File: src/rtl/serial_subtractor_if.sv
//------------------------------------------------------------------------------
// Module      : serial_subtractor_if
// Description : start/done handshake and operand/result bundle of the bit-serial subtractor.
// Revision    : 1.0 - initial release
//------------------------------------------------------------------------------
`default_nettype none

interface serial_subtractor_if #(
    parameter int WIDTH = 8
);
    logic             start;
    logic [WIDTH-1:0] a;
    logic [WIDTH-1:0] b;
    logic             busy;
    logic             done;
    logic [WIDTH-1:0] diff;
    logic             borrow_out;
    logic             overflow;

    modport master (
        output start, a, b,
        input  busy, done, diff, borrow_out, overflow
    );

    modport slave (
        input  start, a, b,
        output busy, done, diff, borrow_out, overflow
    );
endinterface

`default_nettype wire

File: src/rtl/serial_subtractor.sv
//------------------------------------------------------------------------------
// Module      : serial_subtractor
// Description : Bit-serial a - b, LSB first, one bit per clock with a registered borrow.
// Revision    : 1.0 - initial release
//------------------------------------------------------------------------------
`default_nettype none

module serial_subtractor #(
    parameter int WIDTH = 8
) (
    input  wire logic          clk,
    input  wire logic          rst,
    serial_subtractor_if.slave bus
);

    localparam int              c_cw   = $clog2(WIDTH);
    localparam logic [c_cw-1:0] c_last = c_cw'(WIDTH - 1);

    localparam logic [1:0] c_idle = 2'd0;
    localparam logic [1:0] c_run  = 2'd1;
    localparam logic [1:0] c_done = 2'd2;

    logic [1:0]       r_state;
    logic [1:0]       w_next;
    logic [WIDTH-1:0] r_a_sh;
    logic [WIDTH-1:0] r_b_sh;
    logic [WIDTH-2:0] r_res_sh;
    logic             r_br;
    logic [c_cw-1:0]  r_cnt;
    logic             r_a_msb;
    logic             r_b_msb;
    logic [WIDTH-1:0] r_diff;
    logic             r_borrow;
    logic             r_ovf;

    logic             w_a0;
    logic             w_b0;
    logic             w_d;
    logic             w_br_next;
    logic [WIDTH-1:0] w_res_next;

    assign w_a0       = r_a_sh[0];
    assign w_b0       = r_b_sh[0];
    assign w_d        = w_a0 ^ w_b0 ^ r_br;
    assign w_br_next  = (~w_a0 & w_b0) | (~(w_a0 ^ w_b0) & r_br);
    assign w_res_next = {w_d, r_res_sh};

    always_ff @(posedge clk) begin
        if (rst) begin
            r_state <= c_idle;
        end else begin
            r_state <= w_next;
        end
    end

    always_comb begin
        w_next = r_state;
        case (r_state)
            c_idle:  if (bus.start) w_next = c_run;
            c_run:   if (r_cnt == c_last) w_next = c_done;
            c_done:  w_next = c_idle;
            default: w_next = c_idle;
        endcase
    end

    always_ff @(posedge clk) begin
        if (rst) begin
            r_a_sh   <= '0;
            r_b_sh   <= '0;
            r_res_sh <= '0;
            r_br     <= 1'b0;
            r_cnt    <= '0;
            r_a_msb  <= 1'b0;
            r_b_msb  <= 1'b0;
            r_diff   <= '0;
            r_borrow <= 1'b0;
            r_ovf    <= 1'b0;
        end else begin
            case (r_state)
                c_idle: begin
                    if (bus.start) begin
                        r_a_sh  <= bus.a;
                        r_b_sh  <= bus.b;
                        r_a_msb <= bus.a[WIDTH-1];
                        r_b_msb <= bus.b[WIDTH-1];
                        r_br    <= 1'b0;
                        r_cnt   <= '0;
                    end
                end
                c_run: begin
                    r_a_sh   <= {1'b0, r_a_sh[WIDTH-1:1]};
                    r_b_sh   <= {1'b0, r_b_sh[WIDTH-1:1]};
                    r_res_sh <= w_res_next[WIDTH-1:1];
                    r_br     <= w_br_next;
                    if (r_cnt == c_last) begin
                        // Result MSB is the bit being produced on this edge.
                        r_diff   <= w_res_next;
                        r_borrow <= w_br_next;
                        r_ovf    <= (r_a_msb != r_b_msb) && (w_d != r_a_msb);
                    end else begin
                        r_cnt <= r_cnt + 1'b1;
                    end
                end
                default: ;
            endcase
        end
    end

    assign bus.busy       = (r_state != c_idle);
    assign bus.done       = (r_state == c_done);
    assign bus.diff       = r_diff;
    assign bus.borrow_out = r_borrow;
    assign bus.overflow   = r_ovf;

endmodule

`default_nettype wire

File: src/flat_wrapper.sv
// flat-port wrapper written by rule: the top's interface ports become plain ports
module serial_subtractor_flat 
#(
    parameter int WIDTH = 8
)
  (clk, rst, bus_start, bus_a, bus_b, bus_busy, bus_done, bus_diff, bus_borrow_out, bus_overflow);
  serial_subtractor_if #(.WIDTH(WIDTH)) bus_i ();
  input  wire logic clk;
  input  wire logic rst;
  input wire logic [$bits(bus_i.start)-1:0] bus_start;
  input wire logic [$bits(bus_i.a)-1:0] bus_a;
  input wire logic [$bits(bus_i.b)-1:0] bus_b;
  output wire logic [$bits(bus_i.busy)-1:0] bus_busy;
  output wire logic [$bits(bus_i.done)-1:0] bus_done;
  output wire logic [$bits(bus_i.diff)-1:0] bus_diff;
  output wire logic [$bits(bus_i.borrow_out)-1:0] bus_borrow_out;
  output wire logic [$bits(bus_i.overflow)-1:0] bus_overflow;
  assign bus_i.start = bus_start;
  assign bus_i.a = bus_a;
  assign bus_i.b = bus_b;
  assign bus_busy = bus_i.busy;
  assign bus_done = bus_i.done;
  assign bus_diff = bus_i.diff;
  assign bus_borrow_out = bus_i.borrow_out;
  assign bus_overflow = bus_i.overflow;
  serial_subtractor #(.WIDTH(WIDTH)) u_core (.clk(clk), .rst(rst), .bus(bus_i));
endmodule
File: config.mk
export PLATFORM = sky130hd
export DESIGN_NAME = serial_subtractor_flat
export DESIGN_NICKNAME = d
export VERILOG_FILES = /design/src/rtl/serial_subtractor_if.sv /design/src/rtl/serial_subtractor.sv /design/src/flat_wrapper.sv
export SDC_FILE = /design/constraint.sdc
export NUM_CORES = 1
export LEC_CHECK = 0
export CORE_MARGIN = 8
export CORE_UTILIZATION = 50
export CTS_BUF_LIST = sky130_fd_sc_hd__clkbuf_16
export DETAILED_ROUTE_END_ITERATION = 8
export GPL_TIMING_DRIVEN = 0
export PLACE_DENSITY = 0.76
export REMOVE_ABC_BUFFERS = 1
export SYNTH_ARGS = -nofsm -noshare
export SYNTH_HDL_FRONTEND = slang
export SYNTH_SLANG_ARGS = --single-unit
File: constraint.sdc
create_clock -name clk -period 2.1 [get_ports clk]
set_input_delay 0.315 -clock clk [delete_from_list [all_inputs] [get_ports clk]]
set_output_delay 0.315 -clock clk [all_outputs]
set_load 0.03 [all_outputs]
==> flow_metrics.tcl <==
set metrics [dict create \
    die_y_um 76.5 \
    finalHoldViolations 0 \
    grt_pass1_wl_um 5630 \
    wl_um 3360 \
    antenna_cells 0 \
    antenna_found_initial 0 \
    p_sw_uw 400 \
    core-area_um2 3580 \
    cpLargestDelayFamily "buffers and inverters" \
    dieArea_um2 5860 \
    p_total_mw 1.98 \
    yosysUniqueCellTypes 33 \
    syn_to_final_growth_pct 24.2 \
    drtPass1Iterations 4 \
    whs_endpoint "u_core.bus.diff[0]" \
    die_w_um 76.5 \
    worst-setup-path-type "register to output port" \
    synth_area_per_cell_um2 9.44 \
    synth_edf_count 0 \
    use_met2_pct 19.2 \
    clockPowerShare_pct 48.2 \
    synth_area_um2 1830 \
    final_antenna_net_count 0 \
    final_nets 239 \
    grt_pass1_vias 1310 \
    p_seq_share_pct 42.3 \
    num_vias 1350 \
    cp_max_fo 17 \
    hp-class "register to register" \
    rows 22 \
    initial_utilization_pct 51.2 \
    status "completed" \
    finClkSkew_ns 0.00278 \
    gr-usage-met1_pct 12.3 \
    setup_viol 0 \
    drv_slew 0 \
    r2r_end "u_core.bus.borrow_out" \
    dp_cells 257 \
    synth_warnings 0 \
    viasPerCell 5.08 \
    critPathRequiredTime_ns 1.78 \
    crit_chain "or2_2 > clkdlybuf4s50_1" \
    holdCritStartpoint "u_core.r_res_sh[0]" \
    timing.slew.headroom_pct 42.1 \
    avgRoutedWirePerCell_um 12.6 \
    rsz0062_at_grt "false" \
    grt_start_max_net_pins 42 \
    ys.flop_type "dfxtp_1" \
    pre_cts_ws_ns -0.670 \
    r2r_cells 5 \
    ff2ff_setup_slack_ns 0.35 \
    power.internal_mw 1.58 \
    hold_buffers 0 \
    worst_pin_slew_ns 0.868 \
    worst-path-buf-inv 1 \
    period_share_pct 91.0 \
    busiest_layer "met2" \
    dr.first_iter.drc_count 86 \
    leakage_nw 0.839 \
    setup_tns_ns 0 \
    netlist_instances 194 \
    yosysSeqAreaShare_pct 44.8 \
    end_kind "output port" \
    insertion_delay_ns 0.27 \
    clkSlewWorstSetupHoldPaths_ns 0.05 \
    powerDensity_nw_per_um2 873 \
    max-cap-violations 0 \
    async_flop_share_pct 0 \
    pwr-share-comb_pct 9.5 \
    whs_path_depth 2 \
    ios 31 \
    gp_congestion 0.741 \
    ys_ff_latch 41 \
    cts_root_buf "clkbuf_16" \
    cts_made_buffers 5 \
    cp_slowest_stage_delay_ns 0.59 \
    final.min_clock_period_ns 1.91 \
    r2r_start "u_core.r_cnt[0]" \
    arrival_ns 1.60 \
    sw_frac_of_total_pct 20.1 \
    fmax_mhz 523 \
    vdd_drop_max_v 0.000755 \
    hpwl_um 2150 \
    portBuffers 30 \
    startpoint_type "register" \
    cts_buffer_depth 2 \
    post-route-worst-setup-slack_ns 0.188 \
    drc 0 \
    met3_usage_pct 3.66 \
    cts_tree "built" \
    finalNonFillerCells 266 \
    grt_usage_pct 11.3 \
    grt_overflow 0 \
    cts.sinks 41 \
    drive_gt1_share_pct 13.8 \
    crit_slowest_cell "clkdlybuf4s50_1" \
    htree_levels 2 \
]
-- worst min-delay path: stages, from the launching register on --
cell and delay, ns:
dfxtp_1 0.31, nand2_1 0.05, a21oi_1 0.05
-- logic make-up (layout without fill, tap and decap cells) --
kind of cell / count (synthesis) / in the layout / synth area share, %
buffers and inverters: 18 / 42 / 7.31
multiplexers: 15 / 15 / 8.20
flip-flops: 41 / 41 / 44.8
AND/OR/NAND/NOR: 72 / 72 / 18.1
AO/OA/AOI/OAI: 45 / 45 / 19.1
adder cells (fa/ha/maj): 3 / 3 / 2.46
-- power by group through the flow --
stage | combinational (mW) | sequential [mW] | clock, mW
5_1_grt | 0.205 | 0.845 | 1.01
2_1_floorplan | 0.112 | 0.856 | 0
3_3_place_gp | 0.178 | 0.863 | 0
3_5_place_dp | 0.179 | 0.863 | 0
6_report | 0.188 | 0.840 | 0.956
4_1_cts | 0.178 | 0.847 | 0.974
-- cell usage in the layout (no fill, tap or decap), types with 3 or more instances in the layout --
cell / count
nand2_1: 35
mux2i_1: 15
a31oi_1: 3
a21oi_1: 21
clkdlybuf4s50_1: 29
dfxtp_1: 39
nor2_1: 21
inv_1: 3
clkbuf_16: 5
nand2b_1: 3
nand3_1: 4
a211oi_2: 14
-- synth_stat cells (2+ instances only) --
master / count / area share [%]
a211oi_1: 2 / 0.82
a211oi_2: 14 / 9.6
a21oi_1: 21 / 5.7
a31oi_1: 3 / 1.0
buf_4: 4 / 1.6
buf_6: 3 / 1.8
clkbuf_1: 4 / 0.82
dfxtp_1: 41 / 45
ha_1: 2 / 1.4
inv_1: 3 / 0.61
mux2i_1: 15 / 8.2
nand2_1: 35 / 7.2
nand2b_1: 3 / 1.0
nand3_1: 4 / 1.1
nor2_1: 21 / 4.3
o21ai_0: 2 / 0.55
-- sequential cells by signal, summed over array words and instances (netlist names) --
| register | cells |
|---|---|
| u_core.r_res_sh | 7 |
| u_core.r_br | 1 |
| u_core.r_state | 2 |
| u_core.r_b_msb | 1 |
| u_core.bus.diff | 8 |
| u_core.bus.borrow_out | 1 |
| u_core.r_a_msb | 1 |
| u_core.bus.overflow | 1 |
| u_core.r_a_sh | 8 |
| u_core.r_cnt | 3 |
| u_core.r_b_sh | 8 |
-- worst max path at each step --
| stage | from | endpoint | cells past startpoint |
|---|---|---|---|
| after floorplan | u_core.r_state[0] | u_core.r_a_sh[0] | 3 |
| after global placement | u_core.r_state[0] | u_core.r_b_sh[2] | 3 |
| after detailed placement | u_core.r_state[0] | u_core.r_a_sh[5] | 3 |
| after CTS | u_core.r_state[0] | bus_busy | 2 |
| after global routing | u_core.r_state[1] | bus_done | 2 |
| final | u_core.r_state[0] | bus_busy | 2 |
-- layer usage --
| layer | routed length [um] | up-vias |
|---|---|---|
| met3 | 123 | 2 |
| met1 | 1630 | 622 |
| met2 | 1570 | 17 |
| met5 | 0 | - |
| li1 | - | 709 |
| met4 | 37 | 0 |
-- per-stage QoR --
stage,cell area [um2],hold WS [ns],utilization (%)
2_1_floorplan,1710,0.380,-
3_3_place_gp,2070,0.444,57.8
3_5_place_dp,2060,0.449,57.7
4_1_cts,2260,0.457,63.1
5_1_grt,2270,0.476,63.6
6_report,2270,0.453,63.6
-- final cells by class --
type                       count  area, um2
timing repair buffer          31        310
multi-input combinational    135        877
inverter                       3       11.3
clock buffer                   5        125
clock inverter                 3       65.1
sequential                    41        826
tap                           48       60.1
fill                         306       1300
-- what timing repair did --
item / 4_1_cts / 5_1_grt
setup buffers: 0 / 1
endpoints found under the setup margin: 26 / 2
resized for setup: 3 / 1
cloned: 0 / 0
Power figures use the tool's default switching activity.
